`src/rtl/obi_arb_2to1.sv`:
```
// Two-master to one-slave OBI arbiter in front of the single-port data memory.
// Round-robin selection, address-phase lock until grant, in-order response routing via an ID FIFO.
module obi_arb_2to1 #(
  parameter int MAX_OUT = 2,
  parameter int AW      = 32,
  parameter int DW      = 32
) (
  input  logic                         clk,
  input  logic                         rst,

  input  logic                         m0_req_i,
  output logic                         m0_gnt_o,
  output logic                         m0_rvalid_o,
  input  logic [AW-1:0]                m0_addr_i,
  input  logic                         m0_we_i,
  input  logic [DW/8-1:0]              m0_be_i,
  input  logic [DW-1:0]                m0_wdata_i,
  output logic [DW-1:0]                m0_rdata_o,

  input  logic                         m1_req_i,
  output logic                         m1_gnt_o,
  output logic                         m1_rvalid_o,
  input  logic [AW-1:0]                m1_addr_i,
  input  logic                         m1_we_i,
  input  logic [DW/8-1:0]              m1_be_i,
  input  logic [DW-1:0]                m1_wdata_i,
  output logic [DW-1:0]                m1_rdata_o,

  output logic                         port_req_o,
  input  logic                         port_gnt_i,
  input  logic                         port_rvalid_i,
  output logic [AW-1:0]                port_addr_o,
  output logic                         port_we_o,
  output logic [DW/8-1:0]              port_be_o,
  output logic [DW-1:0]                port_wdata_o,
  input  logic [DW-1:0]                port_rdata_i,

  output logic [$clog2(MAX_OUT+1)-1:0] outstanding_o,
  output logic                         err_o
);

  localparam int CW = $clog2(MAX_OUT + 1);
  localparam int PW = (MAX_OUT > 1) ? $clog2(MAX_OUT) : 1;

  // Arbitration state
  logic               last_q;
  logic               lock_q;
  logic               lock_sel_q;
  logic               err_q;

  // ID FIFO: one bit per granted-but-unanswered transaction, the issuing master
  logic [MAX_OUT-1:0] fifo_q;
  logic [PW-1:0]      wptr_q;
  logic [PW-1:0]      rptr_q;
  logic [CW-1:0]      count_q;

  logic               sel;
  logic               sel_req;
  logic               full;
  logic               empty;
  logic               push;
  logic               pop;
  logic               head;

  function automatic logic [PW-1:0] ptr_inc(input logic [PW-1:0] p);
    if (p == PW'(MAX_OUT - 1)) begin
      return '0;
    end
    return p + PW'(1);
  endfunction

  // A pending address phase pins the selection; otherwise a tie goes to the master not served last.
  always_comb begin
    sel = ~last_q;
    if (lock_q) begin
      sel = lock_sel_q;
    end else if (m0_req_i && !m1_req_i) begin
      sel = 1'b0;
    end else if (m1_req_i && !m0_req_i) begin
      sel = 1'b1;
    end
  end

  assign sel_req = sel ? m1_req_i : m0_req_i;
  assign full    = (count_q == CW'(MAX_OUT));
  assign empty   = (count_q == '0);
  assign head    = fifo_q[rptr_q];

  // Full is judged on the registered count, so a same-cycle pop never unblocks a request.
  assign port_req_o   = sel_req & ~full;
  assign port_addr_o  = sel ? m1_addr_i  : m0_addr_i;
  assign port_we_o    = sel ? m1_we_i    : m0_we_i;
  assign port_be_o    = sel ? m1_be_i    : m0_be_i;
  assign port_wdata_o = sel ? m1_wdata_i : m0_wdata_i;

  assign push = port_req_o & port_gnt_i;
  assign pop  = port_rvalid_i & ~empty;

  assign m0_gnt_o    = push & ~sel;
  assign m1_gnt_o    = push & sel;
  assign m0_rvalid_o = pop & ~head;
  assign m1_rvalid_o = pop & head;
  assign m0_rdata_o  = port_rdata_i;
  assign m1_rdata_o  = port_rdata_i;

  assign outstanding_o = count_q;
  assign err_o         = err_q;

  always_ff @(posedge clk) begin
    if (rst) begin
      last_q     <= 1'b1;
      lock_q     <= 1'b0;
      lock_sel_q <= 1'b0;
    end else if (push) begin
      last_q <= sel;
      lock_q <= 1'b0;
    end else if (port_req_o) begin
      lock_q     <= 1'b1;
      lock_sel_q <= sel;
    end else if (lock_q && !sel_req) begin
      lock_q <= 1'b0;
    end
  end

  always_ff @(posedge clk) begin
    if (rst) begin
      fifo_q  <= '0;
      wptr_q  <= '0;
      rptr_q  <= '0;
      count_q <= '0;
    end else begin
      if (push) begin
        fifo_q[wptr_q] <= sel;
        wptr_q         <= ptr_inc(wptr_q);
      end
      if (pop) begin
        rptr_q <= ptr_inc(rptr_q);
      end
      count_q <= count_q + CW'(push) - CW'(pop);
    end
  end

  // Sticky: spurious response, or a locked requester withdrawing before its grant.
  always_ff @(posedge clk) begin
    if (rst) begin
      err_q <= 1'b0;
    end else if ((port_rvalid_i && empty) || (lock_q && !sel_req)) begin
      err_q <= 1'b1;
    end
  end

endmodule
```
`config.mk`:
```
export PLATFORM = sky130hd
export DESIGN_NAME = obi_arb_2to1
export DESIGN_NICKNAME = d
export VERILOG_FILES = /design/src/rtl/obi_arb_2to1.sv
export SDC_FILE = /design/constraint.sdc
export NUM_CORES = 1
export LEC_CHECK = 0
export BUFFER_PORTS_ARGS = -buffer_cell sky130_fd_sc_hd__buf_2
export CAP_MARGIN = 30
export CORE_AREA = 10 10 113 115
export CTS_BUF_LIST = sky130_fd_sc_hd__clkbuf_8 sky130_fd_sc_hd__clkbuf_16
export DETAILED_ROUTE_END_ITERATION = 8
export DIE_AREA = 0 0 123 125
export PLACE_DENSITY = 0.62
export SYNTH_ARGS = -nofsm -noshare
export SYNTH_HDL_FRONTEND = slang
export SYNTH_SLANG_ARGS = --single-unit
```
`constraint.sdc`:
```
create_clock -name clk -period 1.7 [get_ports clk]
set_input_delay 0.085 -clock clk [delete_from_list [all_inputs] [get_ports clk]]
set_output_delay 0.085 -clock clk [all_outputs]
set_load 0.02 [all_outputs]
```
Word-level counts from Yosys, hierarchy flattened
Cells that the tools add are included.
{ "totals": {"in_bits": 176, "elab_cells": 67, "reg_bits": 10, "output_inout_bits": 141} }
{ "classes": {"n_mux": 25, "order_cmp": 3, "bitwise": 13, "reduce_logical": 13, "n_eq_ne": 1, "addsub": 4} }
{ "op_table": {"columns": ["operator", "n"], "rows": [
  ["32-bit two-way mux", 2],
  ["1-bit two-way mux", 20],
  ["1-bit AND", 7],
  ["1-bit inverter", 6],
  ["1-bit logical AND", 5],
  ["1-bit by 2-bit less-than comparator with 1-bit output, second input constant", 2],
  ["4-bit two-way mux", 1],
  ["1-bit zero test", 3],
  ["1-bit adder, second input constant", 2],
  ["2-bit by 1-bit adder with 2-bit output", 1],
  ["2-bit bitwise mux", 1],
  ["2-bit equality test, second input constant", 1],
  ["2-bit zero test", 1],
  ["2-bit AND reduction", 1],
  ["2-bit nonzero test", 1],
  ["2-bit OR reduction", 1],
  ["2-bit by 1-bit subtractor with 2-bit output", 1],
  ["1-bit demux with 1-bit select", 1],
  ["1-bit >= comparator, second input constant", 1],
  ["1-bit logical OR", 1]
]} }

Logic depth before layout (Yosys ltp)
Gate-level depths: netlist of run 1.
{ "logic_depth": {"ltp_word": 11, "mapped_depth": 7, "mapped_depth_nobuf": 7} }

Least setup slack after synthesis of run 1
No wires, ideal clock.
{ "synth_timing": {"kind": "register -> register", "startpoint": "register lock_sel_q", "endpoint": "register count_q[1], in the netlist outstanding_o[1]", "required_ns": 1.629, "path_slack_ns": -0.189, "stages_incl_launch_ff": 8, "synth_period_minus_slack_ns": 1.889, "n_path_buf": 0, "t_arrival_ns": 1.818, "setup_time_ns": 0.071, "path_cell_list": "dfxtp_1 > mux2_4 > o2111a_2 > xnor2_1 > ha_1 > xor2_1 > or3_1 > a21oi_1"} }
{ "synth_via": {"elab_chain_len": 6} }
{ "synth_rtl": {"columns": ["element", "line", "source"], "rows": [
  ["start: declaration", "48", "logic lock_sel_q;"],
  ["start signal: assignment", "119", "lock_sel_q <= sel;"],
  ["1-bit two-way mux", "75", "if (lock_q) begin"],
  ["1-bit two-way mux", "84", "assign sel_req = sel ? m1_req_i : m0_req_i;"],
  ["1-bit AND", "90", "assign port_req_o = sel_req & ~full;"],
  ["1-bit AND", "96", "assign push = port_req_o & port_gnt_i;"],
  ["2-bit by 1-bit adder with 2-bit output", "139", "count_q <= count_q + CW'(push) - CW'(pop);"],
  ["2-bit by 1-bit subtractor with 2-bit output", "139", null],
  ["end signal: assignment", "139", null],
  ["end: declaration", "55", "logic [CW-1:0] count_q;"]
]} }
Every way passes these cells.
A chain may end at the register's enable or synchronous reset.

Worst setup path after layout of run 1
Same ends and word-level chain as after synthesis.

==> results.yml, run 1 <==
status:
  status: "finished, violations left"
  violations: "setup timing"
global_routing:
  grt_pass1_wl_um: 13500
  grt_util_all_layers_pct: 11.0
  use_met2_pct: 19.0
  grt_max_degree: 24
  grt_pass1_vias: 2337
  grt_util_met1_pct: 10.6
  grtUsageMet3_pct: 7.07
  antenna_found_initial: 0
  busiest_layer: "met2"
  grt_overflow: 0
sta:
  max_slew.worst_pin.slew_ns: 0.280
  relSlewSlack_pct: 81.2
  finalWorstSetupSlack_ns: -0.206
  grt_setup_unrepaired: "yes"
  finalHoldViolCount: 0
  fin_tns_setup_ns: -8.74
  final.period_utilization_pct: 112
  skew_ns: 0.0107
  setup_viol_count_final: 71
  drv_slew: 0
  max_freq_mhz: 525
  fin_crit_ns: 1.91
synthesis:
  synth_flop_cell: "dfxtp_1"
  ys_ff_latch: 10
  syn_inst: 204
  synth_top_area_share_pct: 34.6
  syn-num-nets: 381
  synth.area.top_cells: "mux2_1 (35%), buf_4 (26%), dfxtp_1 (11%), mux2_2 (8.0%), a21oi_1 (2.2%)"
  syn_avg_cell_area_sq_um: 8.93
  netlist_top_cells_count: "buf_4 (64), mux2_1 (56), mux2_2 (13)"
  yosysMostFrequentCell: "buf_4"
  seq_area_frac_synth_pct: 11.0
  synthArstFlopShare_pct: 0
  synth_top_area_cell: "mux2_1"
  synth_area_sq_mm: 0.00182
  synth_edf_count: 0
  ys.warnings.count: 0
  ys_types: 30
setup_path:
  cp_data_required_time_ns: 1.86
  crit_family: "compound AO/OA/AOI/OAI gates"
  crit_arrival_ns: 2.07
  start_kind: "register"
  cpPeakStageDelay_ns: 0.33
  crit_buf_inv: 0
  path_cells: "mux2_4 -> o2111a_2 -> xnor2_2 -> ha_2 -> xor2_1 -> or3_1 -> a21oi_2"
  crit_fanout: 2
  end_kind: "register"
  r2r_setup_slack_ns: -0.21
  timing.rr.start: "lock_sel_q"
  r2r_cells: 7
  r2r_end: "outstanding_o[1]"
  critPathSlowestCell: "dfxtp_2"
  path_class: "reg -> reg"
die:
  core_area_sq_mm: 0.0106
  rows: 38
  ioPinCount: 317
  dieWidth_um: 123
  die_area_sq_mm: 0.0154
  initial_utilization_pct: 17.2
  die_h_um: 125
worst_hold_path:
  hold_path_end: "err_o"
  min_path_cells: 3
  hp-class: "in -> reg"
  hp-start: "port_rvalid_i"
routing:
  ant_nets: 0
  viasPerCell: 4.14
  drc: 0
  wl_per_cell_um: 18.8
  routed_wirelength_um: 9700
  detail_route.first_pass.iterations: 4
  vias: 2138
  drt_iter0_drc: 56
power:
  ir_drop_v: 0.000316
  power_density_mw_per_mm2: 1020
  finalPower_mw: 3.23
  leakagePower_nw: 1.68
placement:
  gp_congestion: 0.813
  place_hpwl_um: 8300
  portBuffers: 220
  dp_slack_ns: -0.153
  dpl.cell_count: 507
clock_network:
  clkSinkCount: 10
  htree_num_levels: 1
  cts.clk_slew.worst_paths_ns: 0.05
  clockRootBuffer: "clkbuf_8"
  cts-buffers-inserted: 3
  cts_buffer_depth: 2
  cts_tree: "built"
  ctsHoldBuffers: 0
  clock_latency_ns: 0.23
final_layout:
  stdcell_count: 517
  regArea_sq_um: 203
  multi_input_area_sq_mm: 0.00122
  syn2layout_area_growth_pct: 73.9
  antenna_cells: 0
  nets: 556
  drive_gt1_share_pct: 79.0
  n_fill_cell: 1122
flow_run:
  cap_violations: 0
## cell type report
class	instances	share of cell area, %
Timing Repair Buffer	242	47.9
Sequential cell	10	6.40
Inverter	3	0.355
Multi-Input combinational cell	119	38.5
Clock buffer	3	1.30
Tap cell	140	5.53
## sequential cells by signal, summed over array words and instances, names as in the netlist
signal and cells:
outstanding_o 2, wptr_q 1, rptr_q 1, fifo_q 2
err_o 1, last_q 1, lock_q 1, lock_sel_q 1
## power by group
part	leakage, nW	internal [mW]	switching (mW)
registers	0.0824	0.301	0.0507
logic	1.57	1.32	1.32
clock network	0.0216	0.155	0.0885
total	1.68	1.77	1.46
## logic make-up (layout without fill, tap and decap cells)
group	count (synthesis)	in the layout	synth area share [%]
buffers and inverters	75	248	29.1
and+or+nand+nor	26	26	7.28
muxes	71	71	44.0
DFF	10	10	11.0
adders and majority gates	1	1	0.687
xor gates and xnor gates	3	3	1.44
AOI/OAI and AO/OA	18	18	6.46
## through the flow
step | utilization, % | instance area (sq um) | hold WS, ns
after detailed placement | 25.7 | 2730 | 0.170
after global placement | 25.7 | 2730 | 0.170
after CTS | 27.9 | 2960 | 0.113
after global routing | 29.9 | 3170 | 0.137
final | 29.9 | 3170 | 0.112
after floorplan | - | 1830 | 0.233
## worst max path at each step
stage	from	cells past startpoint	endpoint
2_1_floorplan	lock_sel_q	7	outstanding_o[1]
3_3_place_gp	lock_sel_q	7	outstanding_o[1]
3_5_place_dp	lock_sel_q	7	outstanding_o[1]
4_1_cts	last_q	6	port_wdata_o[1]
5_1_grt	lock_sel_q	7	outstanding_o[1]
6_report	lock_sel_q	7	outstanding_o[1]
## placed cells by master, fill, tap and decap left out, types with 3 or more instances in the layout
master,instances
o21ai_0,4
clkbuf_8,3
buf_4,17
mux2_4,22
nand2b_1,3
buf_2,190
buf_6,31
nor2b_1,3
nor2_1,7
a21oi_1,7
mux2_1,31
dfxtp_1,8
mux2_2,17
## metal layers
metal	vias to the layer above	wire, um
met5	-	0
li1	996	-
met4	0	185
met2	141	4570
met1	974	3270
met3	27	1680
## worst min-delay path: cells and delay by family
family / cells / cell delay, ns
buf+inv: 1 / 0.09
simple gates: 1 / 0.08
compound gates: 1 / 0.06
## repair_timing
item / CTS / global route
pin swaps: 1 / 2
endpoints found under the setup margin: 68 / 73
buffers inserted: 3 / 2
resized for setup: 53 / 49
gates cloned: 0 / 2
Note: power is estimated with default switching activity, not from simulation.
==> inputs of run 2 (changes only) <==
--- a/config.mk
+++ b/config.mk
@@ -7,11 +7,13 @@
 export LEC_CHECK = 0
 export BUFFER_PORTS_ARGS = -buffer_cell sky130_fd_sc_hd__buf_2
 export CAP_MARGIN = 30
-export CORE_AREA = 10 10 113 115
+export CORE_AREA = 2 2 122 124
 export CTS_BUF_LIST = sky130_fd_sc_hd__clkbuf_8 sky130_fd_sc_hd__clkbuf_16
+export CTS_CLUSTER_DIAMETER = 60
 export DETAILED_ROUTE_END_ITERATION = 8
-export DIE_AREA = 0 0 123 125
-export PLACE_DENSITY = 0.62
+export DIE_AREA = 0 0 124 126
+export GPL_TIMING_DRIVEN = 1
+export PLACE_DENSITY = 0.5
 export SYNTH_ARGS = -nofsm -noshare
 export SYNTH_HDL_FRONTEND = slang
 export SYNTH_SLANG_ARGS = --single-unit
==> results.yml, run 2 (synthesized netlist as in run 1, its figures left out) <==
routing:
  top_layer: "met4"
  drc: 0
  detail_route.first_pass.iterations: 4
  dr_wl_met2_um: 3480
  wl_per_cell_um: 14.8
  drt_iter0_drc: 41
  vias: 2046
  wl_met3_um: 1420
  ant_nets: 0
  routed_wirelength_um: 8360
  wl_met1_um: 3320
  viasPerCell: 3.63
setup_path:
  path_class: "reg -> reg"
  crit_arrival_ns: 2.05
  path_cells: "mux2_4 -> o2111a_2 -> xnor2_2 -> ha_2 -> xor2_1 -> or3_1 -> a21oi_2"
  start_kind: "register"
  r2r_cells: 7
  end_kind: "register"
  crit_family: "compound AO/OA/AOI/OAI gates"
  cp_data_required_time_ns: 1.88
  cpPeakStageDelay_ns: 0.33
  crit_cells: 7
  critPathSlowestCell: "dfxtp_2"
  crit_fanout: 2
  cp-startpoint: "lock_sel_q"
  timing.rr.start: "lock_sel_q"
  r2r_setup_slack_ns: -0.17
  crit_buf_inv: 0
power:
  ir_drop_v: 0.000263
  finalPower_mw: 3.28
  power_density_mw_per_mm2: 1050
  leakagePower_nw: 1.62
sta:
  max_freq_mhz: 535
  setup_viol_count_final: 70
  final.period_utilization_pct: 110
  finalWorstSetupSlack_ns: -0.170
  drv_slew: 0
  relSlewSlack_pct: 82.5
  finalHoldViolCount: 0
  max_slew.worst_pin.slew_ns: 0.261
  grt_setup_unrepaired: "yes"
  skew_ns: 0.00342
  fin_crit_ns: 1.87
clock_network:
  clkSinkCount: 10
  cts_tree: "built"
  clock_latency_ns: 0.24
  clockRootBuffer: "clkbuf_16"
  htree_num_levels: 1
  cts_buffer_depth: 2
  cts-buffers-inserted: 3
  ctsHoldBuffers: 0
  cts.clk_slew.worst_paths_ns: 0.04
worst_hold_path:
  hp-class: "in -> reg"
  min_path_cells: 3
  hp-start: "port_rvalid_i"
die:
  die_h_um: 126
  dieWidth_um: 124
  die_area_sq_mm: 0.0156
  ioPinCount: 317
  initial_utilization_pct: 12.7
  core_area_sq_mm: 0.0143
  rows: 44
final_layout:
  nets: 557
  multi_input_area_sq_mm: 0.00118
  n_fill_cell: 1602
  antenna_cells: 0
  syn2layout_area_growth_pct: 72.0
  stdcell_area_sq_mm: 0.00313
  regArea_sq_um: 203
  layout_common_cells: "buf_2 (201), mux2_1 (44), buf_4 (24)"
  drive_gt1_share_pct: 75.7
  stdcell_count: 563
  final_common_cell: "buf_2"
status:
  violations: "setup timing"
  status: "finished, violations left"
placement:
  gp_congestion: 0.817
  place_hpwl_um: 7170
  dpl_cell_area_sq_mm: 0.00279
  portBuffers: 220
  dpl.cell_count: 554
global_routing:
  antenna_found_initial: 0
  grt_pass1_wl_um: 11300
  grt_max_degree: 33
  grt_overflow: 0
  grt_util_all_layers_pct: 9.75
  grt_pass1_vias: 2011
flow_run:
  cap_violations: 0
## run 2: cell count changes in the layout (fill, tap and decap cells not counted), sizes merged
cell / delta
buf: +2
## run 2: metrics by stage
| stage | hold slack [ns] | setup TNS [ns] | setup slack (ns) | utilization [%] |
|---|---|---|---|---|
| after floorplan | 0.233 | -0.151 | -0.151 | - |
| after global placement | 0.170 | -0.131 | -0.131 | 19.5 |
| after detailed placement | 0.170 | -0.115 | -0.115 | 19.5 |
| after CTS | 0.106 | -7.08 | -0.158 | 21.5 |
| after global routing | 0.150 | -13.43 | -0.245 | 21.9 |
| final | 0.104 | -6.41 | -0.170 | 21.9 |
## run 2: layout make-up
type / count / share of cell area (%)
Timing Repair Buffer: 243 / 45.3
Multi-Input combinational cell: 119 / 37.7
Tap cell: 184 / 7.35
Sequential cell: 10 / 6.47
Clock buffer: 4 / 2.84
Inverter: 3 / 0.359
## run 2: worst reg2reg max path, delay by kind of cell (launching register included)
| kind | cells | cell delay [ns] |
|---|---|---|
| compound gates | 2 | 0.39 |
| mux | 1 | 0.30 |
| simple gates | 1 | 0.33 |
| xor+xnor | 2 | 0.28 |
| fa+ha+maj | 1 | 0.18 |
| flops | 1 | 0.33 |
## run 2: layer usage
layer	track usage (%)	up-vias
met5	0	-
met4	2.97	0
met3	5.93	20
met2	14.7	120
met1	11.4	906
li1	-	1000
## run 2: timing repair
action                     in CTS  in global routing
gates cloned                    0                  1
setup buffers                   3                  1
pin swaps                       1                  1
setup endpoints to repair      72                 72
gates resized for setup        58                  5
## run 2: final timing paths
kind,endpoint
setup / recovery,outstanding_o[1]
hold / removal,err_o
setup reg to reg,outstanding_o[1]
hold reg to reg,last_q
## run 2: power breakdown
part | internal [mW] | total, mW | switching (mW)
logic | 1.17 | 2.46 | 1.30
clock network | 0.354 | 0.471 | 0.117
registers | 0.302 | 0.345 | 0.0435
total | 1.83 | 3.28 | 1.46
